===== config.mk =====
export PLATFORM = sky130hd
export DESIGN_NAME = branch_predictor
export DESIGN_NICKNAME = d
export VERILOG_FILES = /design/src/rtl/branch_predictor_pkg.sv /design/src/rtl/branch_predictor_sat_counter.sv /design/src/rtl/branch_predictor.sv
export SDC_FILE = /design/constraint.sdc
export NUM_CORES = 1
export LEC_CHECK = 0
export CORE_AREA = 2 2 141 143
export CTS_CLUSTER_SIZE = 20
export DETAILED_ROUTE_END_ITERATION = 10
export DIE_AREA = 0 0 143 145
export PLACE_DENSITY = 0.81
export RECOVER_POWER = 25
export SLEW_MARGIN = 15
export SYNTH_ARGS = -nofsm -noshare
export SYNTH_HDL_FRONTEND = slang
export SYNTH_SLANG_ARGS = --single-unit

===== constraint.sdc =====
create_clock -name clk -period 8.7 [get_ports clk]
set_input_delay 2.175 -clock clk [delete_from_list [all_inputs] [get_ports clk]]
set_output_delay 2.175 -clock clk [all_outputs]
set_load 0.005 [all_outputs]

===== src/rtl/branch_predictor_pkg.sv =====
// Shared definitions for the dynamic branch predictor: default parameters,
// the mode constant and the saturating next-value helper that both the
// counter table and the statistics counters rely on.
package branch_predictor_pkg;

  // GHR_BITS of zero selects plain bimodal indexing.
  localparam int unsigned BP_MODE_BIMODAL = 0;

  localparam int unsigned BP_DEF_PC_WIDTH  = 32;
  localparam int unsigned BP_DEF_IDX_BITS  = 6;
  localparam int unsigned BP_DEF_CTR_BITS  = 2;
  localparam int unsigned BP_DEF_GHR_BITS  = BP_MODE_BIMODAL;
  localparam int unsigned BP_DEF_STAT_BITS = 32;

  // Weakly-not-taken value for a w-bit counter: 2^(w-1)-1 (0 for w = 1).
  function automatic logic [31:0] ctr_weak_nt(input int unsigned w);
    return (32'd1 << (w - 1)) - 32'd1;
  endfunction

  // Saturating step of a w-bit counter (w <= 32) carried in a 32-bit value.
  // inc and dec together, or neither, hold the value.
  function automatic logic [31:0] sat_next(input logic [31:0] v,
                                           input logic        inc,
                                           input logic        dec,
                                           input int unsigned w);
    logic [31:0] max_v;
    max_v    = 32'hFFFF_FFFF >> (32 - w);
    sat_next = v;
    if (inc && !dec && (v != max_v)) begin
      sat_next = v + 32'd1;
    end else if (dec && !inc && (v != 32'd0)) begin
      sat_next = v - 32'd1;
    end
  endfunction

endpackage


===== src/rtl/branch_predictor_sat_counter.sv =====
// Generic saturating up/down counter with enable; clears on synchronous reset.
module sat_counter
  import branch_predictor_pkg::*;
#(
  parameter int unsigned W = 32
) (
  input  logic         clk,
  input  logic         rst,
  input  logic         en,
  input  logic         inc,
  input  logic         dec,
  output logic [W-1:0] q
);

  logic [W-1:0] cnt_q;
  logic [W-1:0] cnt_d;

  // Next value: saturating step when enabled, otherwise hold.
  always_comb begin
    cnt_d = cnt_q;
    if (en) begin
      cnt_d = W'(sat_next(32'(cnt_q), inc, dec, W));
    end
  end

  // Count register.
  always_ff @(posedge clk) begin
    if (rst) begin
      cnt_q <= '0;
    end else begin
      cnt_q <= cnt_d;
    end
  end

  assign q = cnt_q;

endmodule


===== src/rtl/branch_predictor.sv =====
// Dynamic branch predictor: table of saturating counters indexed in IF
// (bimodal or gshare), trained non-speculatively at branch resolution in EX,
// plus saturating branch / mispredict statistics.
module branch_predictor
  import branch_predictor_pkg::*;
#(
  parameter int unsigned PC_WIDTH  = BP_DEF_PC_WIDTH,
  parameter int unsigned IDX_BITS  = BP_DEF_IDX_BITS,
  parameter int unsigned CTR_BITS  = BP_DEF_CTR_BITS,
  parameter int unsigned GHR_BITS  = BP_DEF_GHR_BITS,
  parameter int unsigned STAT_BITS = BP_DEF_STAT_BITS
) (
  input  logic                 clk,
  input  logic                 rst,
  input  logic [PC_WIDTH-1:0]  lookup_pc,
  output logic                 pred_taken,
  output logic [IDX_BITS-1:0]  pred_idx,
  input  logic                 update_valid,
  input  logic [IDX_BITS-1:0]  update_idx,
  input  logic                 update_taken,
  input  logic                 update_mispred,
  output logic [STAT_BITS-1:0] stat_branches,
  output logic [STAT_BITS-1:0] stat_mispreds
);

  localparam int unsigned ENTRIES = 1 << IDX_BITS;
  // History register keeps at least one bit so bimodal builds stay legal;
  // in that mode it is tied to zero and never reaches the index.
  localparam int unsigned GW = (GHR_BITS > 0) ? GHR_BITS : 1;
  localparam logic [CTR_BITS-1:0] CTR_RST = CTR_BITS'(ctr_weak_nt(CTR_BITS));

  // Register array rather than RAM: needs reset init and an async read port.
  logic [CTR_BITS-1:0] table_q [ENTRIES];
  logic [CTR_BITS-1:0] table_d [ENTRIES];
  logic [GW-1:0]       ghr_q;
  logic [GW-1:0]       ghr_d;
  logic [IDX_BITS-1:0] base_idx;
  logic                unused_pc;

  // Only PC[IDX_BITS+1:2] selects the entry; the rest is deliberately dropped.
  assign unused_pc = ^lookup_pc;

  // Zero-latency lookup from registered state; no bypass of a same-cycle update.
  always_comb begin
    base_idx   = lookup_pc[IDX_BITS+1:2];
    pred_idx   = base_idx;
    if (GHR_BITS != BP_MODE_BIMODAL) begin
      pred_idx = base_idx ^ IDX_BITS'(ghr_q);
    end
    pred_taken = table_q[pred_idx][CTR_BITS-1];
  end

  // Train the resolved entry with a saturating step toward the outcome.
  always_comb begin
    table_d = table_q;
    if (update_valid) begin
      table_d[update_idx] = CTR_BITS'(sat_next(32'(table_q[update_idx]),
                                               update_taken, !update_taken,
                                               CTR_BITS));
    end
  end

  // Shift the resolved outcome into the global history (gshare only).
  always_comb begin
    ghr_d = ghr_q;
    if (update_valid) begin
      if (GHR_BITS == BP_MODE_BIMODAL) begin
        ghr_d = '0;
      end else begin
        ghr_d = GW'({ghr_q, update_taken});
      end
    end
  end

  // Table and history registers; reset wins over a coincident update.
  always_ff @(posedge clk) begin
    if (rst) begin
      for (int i = 0; i < ENTRIES; i++) begin
        table_q[i] <= CTR_RST;
      end
      ghr_q <= '0;
    end else begin
      table_q <= table_d;
      ghr_q   <= ghr_d;
    end
  end

  sat_counter #(.W(STAT_BITS)) u_stat_branches (
    .clk (clk),
    .rst (rst),
    .en  (update_valid),
    .inc (1'b1),
    .dec (1'b0),
    .q   (stat_branches)
  );

  sat_counter #(.W(STAT_BITS)) u_stat_mispreds (
    .clk (clk),
    .rst (rst),
    .en  (update_valid & update_mispred),
    .inc (1'b1),
    .dec (1'b0),
    .q   (stat_mispreds)
  );

endmodule


==> metrics.md <==
| Metric | Value |
|---|---|
| Status | `finished, violations left` |
| Violated checks | `capacitance limit, slew limit` |
| Die footprint | `20700 um^2` |
| Starting Density | `57.5%` |
| Clk_lat worst skew | `0.46 ns` |
| RSZ-0062 raised after global routing | `false` |
| Core area | `19200 um^2` |
| Clock slew at reported path FFs | `0.07 ns` |
| Worst Path Required | `6.53 ns` |
| Most frequent CP cell | `mux4_2` |
| Total power draw | `1.91 mW` |
| Minimum clock period | `7.41 ns` |
| Leak pwr | `3.94 nW` |
| Worst Reg-to-Reg Cells | `14` |
| Total CTS buffers | `17` |
| Fin crit share | `85.1%` |
| Slew @ Worst Pin | `4.55 ns` |
| Die Height | `145 um` |
| Drt drc | `0` |
| Syn Inst Count | `1245` |
| Most frequent cells in the layout | `192 x dfxtp_1, 115 x nor2_1, 111 x nand3_1` |
| Worst path cell trace | `clkdlybuf4s50_1, mux4_2, mux4_2, mux4_2, clkdlybuf4s50_1` |
| Seq/Total Area, Yosys | `34.8%` |
| Layout area overhead | `11.5%` |
| CTS Hold Bufs | `0` |
| Setup slack after layout | `1.29 ns` |
| Worst rel slew slack | `-203%` |
| Critical path depth | `5` |
| Family with the most delay on the worst path | `buffers and inverters` |
| Post-CTS Repair Setup Buffers | `0` |
| Max frequency | `135 MHz` |
| Final hold viol count | `0` |
| I/O Buffers | `87` |
| Mapped Area | `11000 um^2` |
| Max H-tree Level | `4` |
| Initial DRC count | `1263` |
| Peak supply drop | `151 uV` |
| Crit end category | `primary output` |
| CP max FO | `17` |
| Post-layout instance area | `12300 um^2` |
| Vias in the first global route | `9547` |
| Hold Path Stages | `2` |
| Via count | `10300` |
| Ranking of synthesized cells by area | `dfxtp_1 35%, o31ai_2 6.8%, mux4_2 5.9%` |
| CTS Sinks | `192` |
| Wire per inst | `20.2 um` |
| Antenna Nets Post-Route | `0` |
| CTS max path bufs | `2` |
| Final #Nets | `1303` |
| Pwr dens | `155 nW/um^2` |
| Ports | `114` |
| Largest net degree at the start of global routing | `110` |
| Crit-path max cell delay | `1.14 ns` |
| Vias per cell | `6.74` |
| Commonest non-fill, non-tap cell in the layout | `dfxtp_1` |
| Yosys warns | `0` |
| Post-cts resize count | `0` |
| Placed cell area | `11700 um^2` |
| DP HPWL | `19300 um` |
| Share of layout cells above drive strength 1 | `13.6%` |
| WP buf/inv | `2` |
| Antenna violations before repair | `0` |
| Setup crit start kind | `primary input` |
| Critical Path AT | `5.23 ns` |
| CP max-delay cell | `clkdlybuf4s50_1` |
| First-pass DRT Iterations | `6` |
| Total track usage | `29.4%` |
| Max-Cap Viols | `2` |
| Max Clock Skew | `0.0138 ns` |
| Synthesis-stage register bit count | `192` |
| Ys async rst share | `0%` |
| GRT overflow | `0` |
| Horiz. Die Dim | `143 um` |
| Synth area leader | `dfxtp_1` |
| Mean post-synth cell area | `8.87 um^2` |
| FP Rows | `51` |
| Max-slew violation count | `199` |
| CP Class | `in2out` |
| Antenna cells | `0` |
| CTS tree | `built` |
| Final setup vio count | `0` |
| WL final | `31000 um` |
| Global-route wire length before repair | `49300 um` |
| Placement Setup Slack | `1.36 ns` |
| Primary FF master, synth | `dfxtp_1` |
| Worst Hold Class | `reg2reg` |
| Library cells used by synthesis | `63` |
| Setup TNS | `0 ns` |
| Post-synth EDFFs | `0` |
| Routability congestion estimate | `0.929` |
| Root buffer cell | `clkbuf_16` |
| Share of the synthesized area in the top cell type | `34.8%` |
| Syn_nets | `1292` |
| Core Util, Final | `64.1%` |
cell usage after synthesis (5+ instances only):
cell type	n
and2_1	7
o311ai_1	41
a221oi_1	13
clkbuf_1	71
a22oi_1	12
o31ai_2	60
buf_1	5
xor2_1	19
or3_1	25
and3_1	16
o22ai_1	7
and4_1	8
buf_4	7
buf_12	6
buf_2	12
mux2_2	12
nor2b_1	8
o21ai_0	27
nand3b_1	64
o211ai_1	26
nor3_1	10
buf_6	15
mux2_1	5
nand4_1	22
nand2_1	99
o31ai_1	6
nor2_1	115
a21oi_1	94
inv_1	15
nand3_1	111
xnor2_1	15
dfxtp_1	192
mux4_2	29
mux2i_1	12
cell type report:
class | count | area, um^2
clock inverters | 14 | 144
repair buffers | 108 | 1010
clock buffers | 18 | 429
multi-input cells | 921 | 6490
well taps | 265 | 332
flip-flops and latches | 192 | 3840
inverters | 16 | 60.1
fillers | 1598 | 6900
power by group:
part	total (mW)	internal, mW	switching, mW
Combinational	0.251	0.0601	0.191
Sequential	0.888	0.883	0.00450
Clock	0.774	0.382	0.392
Total	1.91	1.32	0.587
worst reg2reg max path: cells and delay by family (launching register included):
| kind | cells | cell delay, ns |
|---|---|---|
| DFF | 1 | 0.32 |
| and+or+nand+nor | 3 | 0.68 |
| adders and majority gates | 1 | 0.21 |
| AOI/OAI and AO/OA | 5 | 1.33 |
| muxes | 2 | 0.64 |
| buffers and inverters | 3 | 0.78 |
per-layer routing:
metal  wire length, um  up-vias  global-route usage (%)
met5                 0        -                       0
met4              1050        0                    13.2
met3              2850      103                    5.68
met2             14400      583                    45.6
met1             12700     4964                    39.8
li1                  -     4687                       -
registers in the layout, indices dropped and copies added (netlist names):
signal and flops:
u_stat_branches.q 32, u_stat_mispreds.q 32, table_q 128
worst paths after layout:
kind | slack (ns) | end | startpoint
worst min register to register | 0.47 | table_q[84]$_SDFFE_PP1P_ | table_q[84]$_SDFFE_PP1P_
worst max register to register | 4.63 | table_q[97]$_SDFFE_PP0P_ | table_q[82]$_SDFFE_PP1P_
worst max-delay path | 1.29 | pred_taken | lookup_pc[3]
worst min-delay path | 0.47 | table_q[84]$_SDFFE_PP1P_ | table_q[84]$_SDFFE_PP1P_
cells by family (layout without fill, tap and decap cells):
group                      count (synthesis)  after routing  synth area share (%)
buffers and inverters                    132            156                  6.77
muxes                                     60             60                  9.01
AOI/OAI and AO/OA                        318            318                  22.8
xor gates and xnor gates                  34             34                  2.70
DFF                                      192            192                  34.8
and+or+nand+nor                          505            505                  23.5
adders and majority gates                  4              4                 0.453
per-stage QoR:
| step | hold WS, ns | instances |
|---|---|---|
| floorplan | 0.433 | 1245 |
| global placement | 0.445 | 1502 |
| detailed placement | 0.455 | 1502 |
| CTS | 0.472 | 1534 |
| global route | 0.497 | 1534 |
| finish | 0.472 | 1534 |
Note: power is estimated with default switching activity, not from simulation.
